`config.mk`:
```
export PLATFORM = sky130hd
export DESIGN_NAME = ad7928_spi_responder
export DESIGN_NICKNAME = d
export VERILOG_FILES = /design/src/rtl/ad7928_pkg.sv /design/src/rtl/ad7928_spi_responder_spi_pin_sync.sv /design/src/rtl/ad7928_spi_responder.sv
export SDC_FILE = /design/constraint.sdc
export NUM_CORES = 1
export LEC_CHECK = 0
export ABC_AREA = 0
export BUFFER_PORTS_ARGS = -buffer_cell sky130_fd_sc_hd__buf_2
export CAP_MARGIN = 20
export CORE_ASPECT_RATIO = 0.9
export CORE_UTILIZATION = 50
export CTS_CLUSTER_SIZE = 14
export DETAILED_ROUTE_END_ITERATION = 10
export HOLD_SLACK_MARGIN = 0.06
export PLACE_DENSITY = 0.76
export SKIP_CTS_REPAIR_TIMING = 1
export SLEW_MARGIN = 20
export SYNTH_ARGS = -nofsm -noshare
export SYNTH_HDL_FRONTEND = slang
export SYNTH_SLANG_ARGS = --single-unit
export TNS_END_PERCENT = 100
```
`constraint.sdc`:
```
create_clock -name I_clk -period 4.4 [get_ports I_clk]
set_clock_uncertainty 0.15 [all_clocks]
set_input_delay 0.88 -clock I_clk [delete_from_list [all_inputs] [get_ports I_clk]]
set_output_delay 0.88 -clock I_clk [all_outputs]
set_load 0.01 [all_outputs]
```
`src/rtl/ad7928_pkg.sv`:
```
// Shared constants for the AD7928 SPI responder: control-word field
// positions, frame length, FSM encoding and a channel-select helper.
package ad7928_pkg;

    localparam int FRAME_BITS = 16;
    localparam int CH_W       = 12;
    localparam int NUM_CH     = 8;

    // Control-word bit positions (MSB first on the wire)
    localparam int CW_WRITE   = 15;
    localparam int CW_SEQ     = 14;
    localparam int CW_ADD_HI  = 12;
    localparam int CW_ADD_LO  = 10;
    localparam int CW_PM_HI   = 9;
    localparam int CW_PM_LO   = 8;
    localparam int CW_SHADOW  = 7;
    localparam int CW_RANGE   = 5;
    localparam int CW_CODING  = 4;

    // Responder FSM encoding
    localparam logic [1:0] ST_IDLE   = 2'd0;
    localparam logic [1:0] ST_ACTIVE = 2'd1;
    localparam logic [1:0] ST_TAIL   = 2'd2;

    // Pick one 12-bit channel value out of the packed 8-channel bus
    function automatic logic [CH_W-1:0] ch_sel(input logic [NUM_CH*CH_W-1:0] vals,
                                               input logic [2:0] ch);
        logic [CH_W-1:0] r;
        r = '0;
        for (int n = 0; n < NUM_CH; n++) begin
            if (ch == 3'(n)) r = vals[CH_W*n +: CH_W];
        end
        return r;
    endfunction

endpackage

```
`src/rtl/ad7928_spi_responder_spi_pin_sync.sv`:
```
// N-stage pin synchronizer with registered rise/fall strobes.
// Level and strobes come out of the same register stage so they stay aligned;
// pin-to-strobe latency is STAGES+1 clocks.
module spi_pin_sync #(
    parameter int   STAGES  = 2,
    parameter logic RST_VAL = 1'b0
) (
    input  logic I_clk,
    input  logic I_rst,
    input  logic I_pin,
    output logic O_level,
    output logic O_rise,
    output logic O_fall
);

    logic [STAGES-1:0] sync_q;

    // Synchronizer chain, then one more stage for edge detection
    always_ff @(posedge I_clk or posedge I_rst) begin
        if (I_rst) begin
            sync_q  <= {STAGES{RST_VAL}};
            O_level <= RST_VAL;
            O_rise  <= 1'b0;
            O_fall  <= 1'b0;
        end else begin
            sync_q  <= {sync_q[STAGES-2:0], I_pin};
            O_level <= sync_q[STAGES-1];
            O_rise  <= sync_q[STAGES-1] & ~O_level;
            O_fall  <= ~sync_q[STAGES-1] & O_level;
        end
    end

endmodule

```
`src/rtl/ad7928_spi_responder.sv`:
```
// AD7928 ADC emulator: SPI slave that answers {0, ADD, DATA} frames from a
// parallel channel bus and tracks the channel address written by the master.
module ad7928_spi_responder
    import ad7928_pkg::*;
#(
    parameter int SYNC_STAGES = 2
) (
    input  logic                   I_clk,
    input  logic                   I_rst,
    input  logic                   I_spi_ss,
    input  logic                   I_spi_sck,
    input  logic                   I_spi_mosi,
    output logic                   O_spi_miso,
    output logic                   O_spi_miso_oe,
    input  logic [NUM_CH*CH_W-1:0] I_ch_values,
    output logic                   O_frame_done,
    output logic [FRAME_BITS-1:0]  O_ctrl_word,
    output logic [2:0]             O_cur_channel
);

    logic ss_fall, ss_rise, sck_fall, mosi_level;
    logic ss_level_unused, sck_level_unused, sck_rise_unused;
    logic mosi_rise_unused, mosi_fall_unused;

    logic [1:0]            state;
    logic [4:0]            bit_cnt;
    logic [FRAME_BITS-1:0] tx_sr;
    logic [FRAME_BITS-1:0] rx_sr;
    logic [FRAME_BITS-1:0] rx_next;

    // SS and SCK idle high, so their chains reset high to avoid false edges
    spi_pin_sync #(.STAGES(SYNC_STAGES), .RST_VAL(1'b1)) u_sync_ss (
        .I_clk(I_clk), .I_rst(I_rst), .I_pin(I_spi_ss),
        .O_level(ss_level_unused), .O_rise(ss_rise), .O_fall(ss_fall)
    );

    spi_pin_sync #(.STAGES(SYNC_STAGES), .RST_VAL(1'b1)) u_sync_sck (
        .I_clk(I_clk), .I_rst(I_rst), .I_pin(I_spi_sck),
        .O_level(sck_level_unused), .O_rise(sck_rise_unused), .O_fall(sck_fall)
    );

    spi_pin_sync #(.STAGES(SYNC_STAGES), .RST_VAL(1'b0)) u_sync_mosi (
        .I_clk(I_clk), .I_rst(I_rst), .I_pin(I_spi_mosi),
        .O_level(mosi_level), .O_rise(mosi_rise_unused), .O_fall(mosi_fall_unused)
    );

    assign rx_next       = {rx_sr[FRAME_BITS-2:0], mosi_level};
    assign O_spi_miso_oe = (state != ST_IDLE);

    // Frame FSM: load TX on select, shift both registers on SCK falls,
    // commit the control word only when a full frame completes
    always_ff @(posedge I_clk or posedge I_rst) begin
        if (I_rst) begin
            state         <= ST_IDLE;
            bit_cnt       <= '0;
            tx_sr         <= '0;
            rx_sr         <= '0;
            O_spi_miso    <= 1'b0;
            O_frame_done  <= 1'b0;
            O_ctrl_word   <= '0;
            O_cur_channel <= '0;
        end else begin
            O_frame_done <= 1'b0;
            case (state)
                ST_IDLE: begin
                    O_spi_miso <= 1'b0;
                    if (ss_fall) begin
                        tx_sr      <= {1'b0, O_cur_channel, ch_sel(I_ch_values, O_cur_channel)};
                        rx_sr      <= '0;
                        bit_cnt    <= '0;
                        O_spi_miso <= 1'b0;
                        state      <= ST_ACTIVE;
                    end
                end
                ST_ACTIVE: begin
                    if (ss_rise) begin
                        O_spi_miso <= 1'b0;
                        state      <= ST_IDLE;
                    end else if (sck_fall) begin
                        rx_sr      <= rx_next;
                        tx_sr      <= {tx_sr[FRAME_BITS-2:0], 1'b0};
                        O_spi_miso <= tx_sr[FRAME_BITS-2];
                        bit_cnt    <= bit_cnt + 5'd1;
                        if (bit_cnt == 5'(FRAME_BITS - 1)) begin
                            O_spi_miso   <= 1'b0;
                            O_ctrl_word  <= rx_next;
                            O_frame_done <= 1'b1;
                            if (rx_next[CW_WRITE])
                                O_cur_channel <= rx_next[CW_ADD_HI:CW_ADD_LO];
                            state <= ST_TAIL;
                        end
                    end
                end
                ST_TAIL: begin
                    O_spi_miso <= 1'b0;
                    if (ss_rise) state <= ST_IDLE;
                end
                default: begin
                    O_spi_miso <= 1'b0;
                    state      <= ST_IDLE;
                end
            endcase
        end
    end

endmodule
```
After elaboration in Yosys (flattened, before gate mapping)
Index checks and enable logic that the tools add are counted.
W data, S select, Z words.
{"block": "word_totals", "reg_bits": 70}
{"block": "classes", "add_sub_neg": 1, "n_bitwise": 7, "reduce_logical": 8, "n_mux": 34, "n_eq_ne": 16}
{"op": "$mux W12", "count": 8}
{"op": "$mux W15", "count": 6}
{"op": "$pmux W15 S2", "count": 2}
{"op": "$mux W5", "count": 3}
{"op": "$eq A3 B3 Y1 const B", "count": 4}
{"op": "$reduce_and A4 Y1", "count": 3}
{"op": "$mux W2", "count": 5}
{"op": "$pmux W5 S2", "count": 1}
{"op": "$mux W1", "count": 8}
{"op": "$eq A3 B2 Y1 const B", "count": 2}
{"op": "$ne A2 B1 Y1 const B", "count": 3}
{"op": "$pmux W2 S3", "count": 1}
{"op": "$add A5 B1 Y5 const B", "count": 1}
{"op": "$eq A5 B4 Y1 const B", "count": 1}
{"op": "$reduce_and A5 Y1", "count": 1}
{"op": "$not A1 Y1", "count": 4}
{"op": "$reduce_bool A2 Y1", "count": 2}
{"op": "$and A1 B1 Y1", "count": 3}
{"op": "$eq A3 B1 Y1 const B", "count": 1}
{"op": "$logic_not A3 Y1", "count": 1}
{"op": "$ne A3 B1 Y1 const B", "count": 1}
{"op": "$ne A3 B2 Y1 const B", "count": 1}
{"op": "$eq A2 B1 Y1 const B", "count": 1}
{"op": "$eq A2 B2 Y1 const B", "count": 1}
{"op": "2 further kinds", "count": 2}

Depth between registers and ports, before layout
{"block": "depth", "ltp_word": 11, "ltp_mapped": 7, "ltp_nobuf": 7}

Hierarchy
From an unflattened synthesis, not the netlist that was laid out.
{"block": "unflattened", "cells_unflattened": 353, "hier_area_um2": 3739.8}
{"module": "ad7928_spi_responder", "area_each_um2": 3300.7, "cells_each": 329, "n_inst": 1}
{"module": "spi_pin_sync at u_sync_sck ...", "area_each_um2": 147.6, "cells_each": 8, "n_inst": 2}
{"module": "spi_pin_sync at u_sync_mosi", "area_each_um2": 143.9, "cells_each": 8, "n_inst": 1}

Least setup slack after synthesis
No wires, ideal clock.
{"block": "synth_timing", "path_kind": "flip-flop to flip-flop", "start": "register bit_cnt[0]", "end": "register O_ctrl_word[0]", "n_path_buf": 1, "setup_slack_ns": 2.519, "stages_incl_launch_ff": 8, "setup_time_ns": 0.125, "t_arrival_ns": 1.606, "required_time_ns": 4.125, "cell_sequence": "dfrtp_1 ha_1 and3_1 ha_1 nand2_8 inv_4 buf_8 mux2_4"}
{"block": "synth_between", "elab_chain_cells": 2}
{"element": "start: declaration", "line": "ad7928_spi_responder.sv:26", "source": "logic [4:0] bit_cnt;"}
{"element": "start signal: assignment", "line": "ad7928_spi_responder.sv:83", "source": "bit_cnt <= bit_cnt + 5'd1;"}
{"element": "$eq A5 B4 Y1", "line": "ad7928_spi_responder.sv:84", "source": "if (bit_cnt == 5'(FRAME_BITS - 1)) begin"}
{"element": "$reduce_and A4 Y1 (no line)"}
{"element": "end signal: assignment", "line": "ad7928_spi_responder.sv:86", "source": "O_ctrl_word <= rx_next;"}
{"element": "end: declaration", "line": "ad7928_spi_responder.sv:17", "source": "output logic [FRAME_BITS-1:0] O_ctrl_word,"}
No other way between the ends.
A chain may end at the register's enable or synchronous reset.

Worst setup path in the final report
{"block": "layout_timing", "start": "register O_cur_channel[1]", "end": "register tx_sr[9]"}
{"block": "layout_between", "elab_chain_cells": 11, "elab_cells_between_ends": 18, "cone_classes": "7 x eq/ne; 10 x mux; 1 x reduce/logical"}
{"element": "start: declaration", "line": "ad7928_spi_responder.sv:18", "source": "output logic [2:0] O_cur_channel"}
{"element": "start signal: assignment", "line": "ad7928_spi_responder.sv:89", "source": "O_cur_channel <= rx_next[CW_ADD_HI:CW_ADD_LO];"}
{"element": "$logic_not A3 Y1", "line": "ad7928_pkg.sv:31", "source": "if (ch == 3'(n)) r = vals[CH_W*n +: CH_W];"}
{"element": "$mux W12 (7 in a row)", "line": "ad7928_pkg.sv:31"}
{"element": "$mux W12 *", "line": "ad7928_pkg.sv:31"}
{"element": "$mux W15 *", "line": "ad7928_spi_responder.sv:67", "source": "if (ss_fall) begin"}
{"element": "$pmux W15 S2 *", "line": "ad7928_spi_responder.sv:64", "source": "case (state)"}
{"element": "end signal: assignment", "line": "ad7928_spi_responder.sv:68", "source": "tx_sr <= {1'b0, O_cur_channel, ch_sel(I_ch_values, O_cur_channel)};"}
{"element": "end signal: assignment", "line": "ad7928_spi_responder.sv:81", "source": "tx_sr <= {tx_sr[FRAME_BITS-2:0], 1'b0};"}
{"element": "end: declaration", "line": "ad7928_spi_responder.sv:27", "source": "logic [FRAME_BITS-1:0] tx_sr;"}
Mark *: on every way between the ends. The rest lies on a longest branch, timed or not. The select of a mux whose other input is x is not followed.

==> impl_metrics.ini <==
[worst_setup_path]
critPathMaxStageDelay_ns = 0.91
startpoint = O_cur_channel[1]$_DFFE_PP0P_
path_delay_family = simple AND/OR/NAND/NOR gates
worstSetupEndpointType = register
cp.depth = 4
endpoint = tx_sr[9]$_DFFE_PP0P_
required_ns = 4.46
crit_fanout = 32
worstReg2RegEnd = tx_sr[9]$_DFFE_PP0P_
start_kind = register
rr_worst_depth = 4
crit_arrival_ns = 2.75
reg2reg_setup_slack_ns = 1.71
crit_buf_inv = 0
critPathKind = register to register
crit_path_top_delay_cell = dfrtp_1
critical_path.cell_chain = nor2b_1 -> a22oi_1 -> a221oi_1 -> nor3_1
reg2reg_from = O_cur_channel[1]$_DFFE_PP0P_

[pwr]
p_int_mw = 1.17
max-vdd-ir-drop_v = 0.000258
clockPowerShare_pct = 37.0
sequentialPowerShare_pct = 48.7
power.switching_mw = 0.407
p_leak_nw = 2.14
power_density_mw_per_mm2 = 352
combPwrFrac_pct = 14.3
p_sw_share_pct = 25.9

[floorplan]
ioPinCount = 123
initial_utilization_pct = 51.8
fp.dieW_um = 92.0
rows = 29
fp.dieH_um = 83.0
core_area_mm2 = 0.00704
dieArea_mm2 = 0.00763

[synth]
ys_ff_latch = 70
synth_cells = 345
async_reset_ff_share_pct = 100
synthFlopType = dfrtp_1
synth_area_mm2 = 0.00364
yosysSeqAreaShare_pct = 48.3
syn_avg_cell_area_um2 = 10.6
ys.warnings.count = 0
syn_nets = 448
synth_edf_count = 0
yosysUniqueCellTypes = 42

[sta]
rsz0062_at_grt = no
fmax_ghz = 0.371
post-route-min-period_ns = 2.69
drv_slew = 0
setup_violations = 0
worst_pin_slew_ns = 1.04
fin_tns_setup_ns = 0
finalCritPeriodShare_pct = 61.2
relSlewSlack_pct = 30.4
hold_viol_final = 0

[final_layout]
area_growth_syn_to_layout_pct = 22.6
fill_cells = 613
drive_gt1_share_pct = 35.7
diodes = 0
design_area_mm2 = 0.00447
layout.nets = 558

[route]
drc_errors = 0
drt-initial-drc-count = 266
totalWireLength_mm = 9.12
dr.pass1.iters = 4
vias_per_cell = 5.53
vias = 3060
drtAntennaViolNets = 0
wl_per_cell_um = 16.5

[placement]
place_hpwl_mm = 6.61
io_buffers = 122
dpl-instance-area_mm2 = 0.00424
gp_congestion = 0.845

[clocking]
cts_made_buffers = 9
clkSlewWorstSetupHoldPaths_ns = 0.07
h-tree-depth = 3
cts_sinks = 70
cts-root-buf = clkbuf_8
cts_max_path_buffers = 2
cts_tree = built
insertion_delay_ns = 0.34

[grt]
grt_max_degree = 55
antenna_found_initial = 0
gr-total-overflow = 0
grt_pass1_vias = 3066
track_usage_pct = 25.5
grt_pass1_wl_mm = 15.1

[run]
maxCapViolations = 0

[worst_hold_path]
holdCritPathClass = register to register

[run_status]
status = complete, no violations
worst reg2reg max path: stages (launching register included):
cell and delay [ns]:
dfrtp_1 0.91, nor2b_1 0.89, a22oi_1 0.17, a221oi_1 0.34
nor3_1 0.11
layer usage:
metal,GRT usage [%],wire length [µm]
met1,33.6,4000
met2,40.0,4410
met3,8.42,576
met4,7.53,127
met5,0,0
metrics by stage:
step | worst slack (ns) | cells | hold WS (ns) | utilization [%] | power (mW)
after floorplan | 1.61 | 345 | 0.181 | - | 0.907
after global placement | 1.94 | 537 | 0.182 | 60.2 | 0.990
after detailed placement | 1.77 | 537 | 0.185 | 60.2 | 1.00
after CTS | 1.60 | 553 | 0.202 | 63.4 | 1.58
after global routing | 1.48 | 553 | 0.210 | 63.5 | 1.64
final | 1.71 | 553 | 0.201 | 63.5 | 1.57
cell families (layout without fill, tap and decap cells):
logic type,count (synthesis),in the layout,share of synthesized area (%)
AO/OA/AOI/OAI,51,51,10.5
flip-flops,70,70,48.3
adder cells (fa/ha/maj),2,2,0.687
AND/OR/NAND/NOR,136,136,18.9
buffers and inverters,32,147,5.05
multiplexers,52,52,16.1
XOR/XNOR,2,2,0.481
cell usage after synthesis (5+ instances only):
library cell / instances / area (µm²)
buf_2: 13 / 65.1
a21oi_1: 5 / 25.0
nand2_1: 45 / 169
a221oi_1: 11 / 96.3
mux2_1: 6 / 67.6
a22oi_1: 11 / 82.6
mux2i_1: 34 / 340
nor2_1: 20 / 75.1
mux2_4: 12 / 180
nand3b_1: 13 / 97.6
clkbuf_1: 6 / 22.5
nor2b_1: 5 / 31.3
nand3_1: 17 / 85.1
inv_1: 5 / 18.8
dfrtp_1: 64 / 1600
o211ai_1: 13 / 97.6
dfstp_2: 6 / 158
nor3_1: 23 / 115
power by group through the flow:
stage / combinational, mW / sequential, mW / clock (mW)
2_1_floorplan: 0.145 / 0.762 / 0
3_3_place_gp: 0.216 / 0.774 / 0
3_5_place_dp: 0.226 / 0.775 / 0
4_1_cts: 0.226 / 0.764 / 0.591
5_1_grt: 0.254 / 0.774 / 0.614
6_report: 0.225 / 0.766 / 0.581
worst min-delay path by stage:
| stage | slack [ns] | startpoint | cells past startpoint | endpoint |
|---|---|---|---|---|
| after floorplan | 0.18 | u_sync_mosi.sync_q[1]$_DFF_PP0_ | 0 | u_sync_mosi.O_level$_DFF_PP0_ |
| after global placement | 0.18 | u_sync_mosi.sync_q[1]$_DFF_PP0_ | 0 | u_sync_mosi.O_level$_DFF_PP0_ |
| after detailed placement | 0.18 | u_sync_mosi.sync_q[0]$_DFF_PP0_ | 0 | u_sync_mosi.sync_q[1]$_DFF_PP0_ |
| after CTS | 0.20 | u_sync_mosi.sync_q[0]$_DFF_PP0_ | 0 | u_sync_mosi.sync_q[1]$_DFF_PP0_ |
| after global routing | 0.21 | u_sync_mosi.sync_q[0]$_DFF_PP0_ | 0 | u_sync_mosi.sync_q[1]$_DFF_PP0_ |
| final | 0.20 | u_sync_mosi.sync_q[0]$_DFF_PP0_ | 0 | u_sync_mosi.sync_q[1]$_DFF_PP0_ |
registers in the layout, indices dropped and copies added (netlist names), 2 cells and up:
name and cells:
u_sync_sck.sync_q 2, tx_sr 15, rx_sr 15, O_cur_channel 3, state 2, bit_cnt 5
u_sync_mosi.sync_q 2, u_sync_ss.sync_q 2, O_ctrl_word 16
layout by cell type (no fill, tap or decap), types with 2 or more instances in the layout:
cell,Yosys,routed
a221oi_1,11,11
buf_2,13,122
nand3_1,17,17
nand2b_1,3,3
a21o_1,2,2
mux2i_1,34,34
nand3b_1,13,13
o211ai_1,13,13
xor2_1,2,2
a21oi_1,5,4
a31oi_1,2,2
inv_1,5,4
and3_1,2,2
buf_4,3,3
a22oi_1,11,11
clkbuf_8,0,11
nor2_1,20,20
nand2_1,45,45
dfrtp_1,64,63
clkbuf_1,6,2
mux2_4,12,12
bufinv_16,0,2
o21ai_1,2,2
mux2_1,6,6
nor3_1,23,23
nor2b_1,5,5
ha_1,2,2
dfstp_2,6,6
layout make-up:
cell class / count / area [µm²] / area share [%]
Inverter: 6 / 25.0 / 0.560
Clock buffer: 13 / 159 / 3.56
Multi-Input combinational cell: 243 / 1700 / 38.1
Clock inverter: 3 / 67.6 / 1.51
Sequential cell: 70 / 1760 / 39.5
Timing Repair Buffer: 125 / 633 / 14.2
Tap cell: 93 / 116 / 2.60
Note: power is estimated with default switching activity, not from simulation.
